### src/rtl/bin_fb_reader.sv
// bin_fb_reader: streams a packed 1-bit-per-pixel framebuffer out of BRAM as raster pixels
// with valid/ready, one pixel per cycle, prefetching words through a credit-limited FIFO.
module bin_fb_reader #(
  parameter int WIDTH      = 320,
  parameter int HEIGHT     = 240,
  parameter int WORD_W     = 16,
  parameter int BRAM_LAT   = 2,
  parameter int FIFO_DEPTH = 4,
  localparam int NW = WIDTH * HEIGHT / WORD_W,
  localparam int AW = $clog2(NW),
  localparam int XW = $clog2(WIDTH),
  localparam int YW = $clog2(HEIGHT),
  localparam int BW = $clog2(WORD_W),
  localparam int FW = $clog2(FIFO_DEPTH)
) (
  input  logic              clk_in,
  input  logic              rst_n_in,
  input  logic              start_in,
  output logic              busy_out,
  output logic              done_out,
  output logic [AW-1:0]     addr_out,
  output logic              rd_en_out,
  input  logic [WORD_W-1:0] data_in,
  output logic              valid_out,
  input  logic              ready_in,
  output logic [15:0]       pixel_out,
  output logic              bin_out,
  output logic [XW-1:0]     hcount_out,
  output logic [YW-1:0]     vcount_out,
  output logic              last_out
);
  typedef enum logic [1:0] {IDLE, RUN, DRAIN} state_t;
  state_t state, state_nx;
  logic [BRAM_LAT-1:0] in_flight;
  logic [WORD_W-1:0] mem [FIFO_DEPTH];
  logic [FW-1:0] wr_ptr, rd_ptr;
  logic [FW:0] count;
  logic [BW-1:0] bit_idx;
  logic push, hs, word_end;
  int n_flight;
  always_comb begin
    n_flight = 0;
    for (int i = 0; i < BRAM_LAT; i++) n_flight += int'(in_flight[i]);
  end
  // The FIFO head is the word being unpacked, so it counts against the read credit
  assign busy_out  = state != IDLE;
  assign rd_en_out = state == RUN && int'(count) + n_flight < FIFO_DEPTH;
  assign push      = in_flight[BRAM_LAT-1];
  assign valid_out = count != 0;
  assign hs        = valid_out && ready_in;
  assign word_end  = hs && bit_idx == BW'(WORD_W - 1);
  assign bin_out   = valid_out && mem[rd_ptr][bit_idx];
  assign pixel_out = {16{bin_out}};
  assign last_out  = valid_out && hcount_out == XW'(WIDTH - 1) && vcount_out == YW'(HEIGHT - 1);
  always_comb begin
    state_nx = (state == IDLE && start_in) ? RUN :
               (state == RUN && rd_en_out && addr_out == AW'(NW - 1)) ? DRAIN :
               (state == DRAIN && hs && last_out) ? IDLE : state;
  end
  always_ff @(posedge clk_in) begin
    if (push) mem[wr_ptr] <= data_in;
  end
  always_ff @(posedge clk_in or negedge rst_n_in) begin
    if (!rst_n_in) begin
      state      <= IDLE;
      done_out   <= 1'b0;
      addr_out   <= '0;
      in_flight  <= '0;
      wr_ptr     <= '0;
      rd_ptr     <= '0;
      count      <= '0;
      bit_idx    <= '0;
      hcount_out <= '0;
      vcount_out <= '0;
    end else begin
      state     <= state_nx;
      done_out  <= state == DRAIN && hs && last_out;
      in_flight <= (in_flight << 1) | BRAM_LAT'(rd_en_out);
      if (state == IDLE) begin
        if (start_in) begin
          addr_out   <= '0;
          wr_ptr     <= '0;
          rd_ptr     <= '0;
          count      <= '0;
          bit_idx    <= '0;
          hcount_out <= '0;
          vcount_out <= '0;
        end
      end else begin
        if (rd_en_out && addr_out != AW'(NW - 1)) addr_out <= addr_out + 1'b1;
        if (push) wr_ptr <= wr_ptr + 1'b1;
        if (word_end) rd_ptr <= rd_ptr + 1'b1;
        count <= count + (FW+1)'(push) - (FW+1)'(word_end);
        if (hs) begin
          bit_idx    <= word_end ? '0 : bit_idx + 1'b1;
          hcount_out <= hcount_out == XW'(WIDTH - 1) ? '0 : hcount_out + 1'b1;
          vcount_out <= hcount_out != XW'(WIDTH - 1) ? vcount_out :
                        vcount_out == YW'(HEIGHT - 1) ? '0 : vcount_out + 1'b1;
        end
      end
    end
  end
endmodule

### config.mk
export PLATFORM = sky130hd
export DESIGN_NAME = bin_fb_reader
export DESIGN_NICKNAME = d
export VERILOG_FILES = /design/src/rtl/bin_fb_reader.sv
export SDC_FILE = /design/constraint.sdc
export NUM_CORES = 1
export LEC_CHECK = 0
export ABC_AREA = 1
export CAP_MARGIN = 20
export CORE_ASPECT_RATIO = 1.75
export CORE_UTILIZATION = 55
export CTS_BUF_LIST = sky130_fd_sc_hd__clkbuf_4 sky130_fd_sc_hd__clkbuf_8
export DETAILED_ROUTE_END_ITERATION = 16
export GPL_TIMING_DRIVEN = 0
export HOLD_SLACK_MARGIN = 0.12
export PLACE_DENSITY_LB_ADDON = 0.2
export SYNTH_ARGS = -nofsm -noshare
export SYNTH_HDL_FRONTEND = slang
export SYNTH_SLANG_ARGS = --single-unit
### constraint.sdc
create_clock -name clk_in -period 2.7 [get_ports clk_in]
set_input_delay 0.405 -clock clk_in [delete_from_list [all_inputs] [get_ports clk_in]]
set_output_delay 0.405 -clock clk_in [all_outputs]
set_load 0.005 [all_outputs]
==> metrics.csv <==
metric,value,unit
status,"finished, violations left",
failing checks,setup timing,
H-tree depth,3,
Simple-Gate Fraction of Synth Area,0.249,
first-pass GRT wire length,21.6,mm
endpoint type of the worst setup path,output port,
Crit path largest cell delay,520,ps
row cnt,47,
dpl cells,743,
Slew HR,0.482,
Ys Warns,0,
GRT overflow,0,
Pwr Density,985,mW/mm²
DP Wirelength,8.63,mm
"Clk Latency, worst-skew pair",380,ps
Worst-path clk slew,100,ps
Final TNS setup,-532,ps
ANT nets after route,0,
DR vias,4287,
CP max-delay cell,dfrtp_2,
Syn Nets,582,
final core utilization,0.748,
critical path's top delay family,buffers and inverters,
Fmax,363,MHz
fin worst setup slack,-55.6,ps
# setup viols final,16,
initial drt markers,323,
clk buf depth,2,
Tightest Pin Transition,777,ps
Post-Route WL,13.7,mm
Die Ht,132,µm
most frequent cells in the layout,"nand2_1 (110), edfxtp_1 (64), clkdlybuf4s50_1 (52), dfrtp_1 (44)",
WP data required,2300,ps
ant diodes,0,
mux contribution to synthesized area,0,
"Period Utilization, post-route",1.02,
Main synth FF type,edfxtp_1,
max-cap viol count,0,
CTS Sinks,110,
GPL Wtd Cong,0.856,
Area Growth Syn to Fin,32.6,%
"Hold Vio Cnt, Final",0,
initial antenna violation count,0,
worst hold margin,387,ps
Inserted Clock Buffers,9,
Layout Cells excl Fill,777,
Worst Path Buf+Inv,6,
port bufs,71,
startpoint types,register,
Tot GR Track Use,0.281,
layout cells sized above 1,0.272,
crit path time final,2760,ps
Post-Syn Area,0.00534,mm²
WL/cell,17.7,µm
P_leak,3.07,nW
hold crit path type,register to register,
Avg Inst Size Synth,9.72,µm²
first drt pass iteration count,5,
I/O pin cnt,72,
CP Max Fanout,8,
"Cell Chain, Critical Path",clkinv_4 > buf_8 > nand2_2 > nand3_1 > nand3_2 > nand2_2 > nand2_2 > nand3_2 > nand3_2 > a21oi_4 > buf_4 > buf_8 > buf_6 > buf_6,
Post-layout nets,683,
sequential fraction of the synthesis area,0.576,
Synth Area in XOR/XNOR,0.0262,
largest family of logic cells by synthesized area,simple AND/OR/NAND/NOR gates,
CP arrival,2350,ps
post-place setup slack,-1060,ps
Compound-Gate Fraction of Synth Area,0.0429,
number of flops mapped to enable cells by yosys,64,
Synth cell types,39,
#FFs+latches synth,110,
share of async-settable or async-resettable flops after synthesis,0.418,
vias in the first global route,4477,
crit path kind,register to output port,
clock root buffer,clkbuf_8,
RSZ-0062 raised after global routing,true,
Synth Area in Adders,0.0319,
most common library cell in the layout ignoring fill and taps,nand2_1,
die area,0.0101,mm²
post-route DRC violation count,0,
skew final,8.68,ps
starting density of the core,0.564,
Vias/cell,5.52,
Die Wd,76.5,µm
CTS tree,yes,
maximum VDD drop,0.552,mV
Core Region,0.00947,mm²
fin. max-slew vios,0,
largest net degree at the start of global routing,34,
Synth Instances,549,
-- worst paths after layout --
| path | start | end | slack (ps) | depth (start not counted) |
|---|---|---|---|---|
| worst min-delay path | in_flight[0] | in_flight[1] | 390 | 0 |
| worst min register to register | in_flight[0] | in_flight[1] | 390 | 0 |
| worst max-delay path | rd_ptr[0] | pixel_out[4] | -60 | 14 |
| min in group asynchronous | rst_n_in | bit_idx[1] | 450 | 2 |
| max in group asynchronous | rst_n_in | rd_ptr[0] | 1740 | 3 |
| worst max register to register | bit_idx[1] | count[2] | 260 | 10 |
-- cells in the mapped netlist (2+ instances only) --
library cell  count  area [µm²]
nor3_1           10        50.1
buf_4            18         135
nand4_1           8        50.1
nor2_1           28         105
dfrtp_1          46        1150
inv_2             6        22.5
inv_1            41         154
buf_2             8        40.0
nor4_1            4        25.0
edfxtp_1         64        1920
o21ai_0          16        80.1
buf_1             2        7.51
xor2_1           14         123
ha_1             12         150
clkbuf_1          4        15.0
o21a_1            2        15.0
nand2_2           8        50.1
nand2_1         139         522
nand3_1          77         385
a21oi_1          12        60.1
nor3_2            4        40.0
xnor2_1           2        17.5
o21ai_1           5        25.0
o22ai_1           4        25.0
-- timing repair --
action | 4_1_cts | 5_1_grt
hold endpoints to repair | 13 | 0
cloned | 4 | 2
pin swaps | 15 | 25
buffers inserted | 11 | 7
hold buffers | 1 | 0
gates resized for setup | 163 | 64
endpoints found under the setup margin | 18 | 19
-- state kept, by name (all words and copies together), names as in the netlist --
register	cells
hcount_out	9
bit_idx	4
in_flight	2
addr_out	13
done_out	1
wr_ptr	2
state	2
count	3
rd_ptr	2
vcount_out	8
mem	64
-- worst register-to-register path: cells and delay by family (launching register included) --
kind | cells | cell delay, ps
xor gates and xnor gates | 1 | 130
DFF | 1 | 550
adders and majority gates | 4 | 1020
AOI/OAI and AO/OA | 1 | 170
and+or+nand+nor | 2 | 370
buffers and inverters | 2 | 100
-- logic make-up (layout without fill, tap and decap cells) --
logic type | count (synthesis) | after routing
AOI/OAI and AO/OA | 42 | 42
DFF | 110 | 110
buffers and inverters | 81 | 187
xor gates and xnor gates | 16 | 16
and+or+nand+nor | 287 | 287
adders and majority gates | 13 | 13
-- metrics by stage --
| step | instance area, µm² | power, W |
|---|---|---|
| 5_1_grt | 7080 | 0.00731 |
| 3_3_place_gp | 6200 | 0.00465 |
| 2_1_floorplan | 5340 | 0.00352 |
| 6_report | 7080 | 0.00698 |
| 3_5_place_dp | 6220 | 0.00473 |
| 4_1_cts | 6900 | 0.00694 |
-- routing by layer --
layer | share of wire | track usage | up-vias
li1 | - | - | 2032
met1 | 0.36 | 0.293 | 2071
met2 | 0.56 | 0.519 | 144
met3 | 0.046 | 0.0443 | 40
met4 | 0.038 | 0.171 | 0
met5 | 0 | 0 | -
-- power by group --
| part | switching [W] | internal, W |
|---|---|---|
| Sequential | 0.000169 | 0.00191 |
| Combinational | 0.00179 | 0.00219 |
| Clock | 0.000549 | 0.000363 |
-- final cells by class --
class | instances | area (µm²)
buffer | 32 | 350
clock buffer | 11 | 145
clock inverter | 5 | 26.3
fill | 666 | 2390
inverter | 48 | 193
multi-input combinational | 358 | 2180
sequential | 110 | 3080
tap | 122 | 153
timing repair buffer | 90 | 950
timing repair inverter | 1 | 6.26
Power figures use the tool's default switching activity.
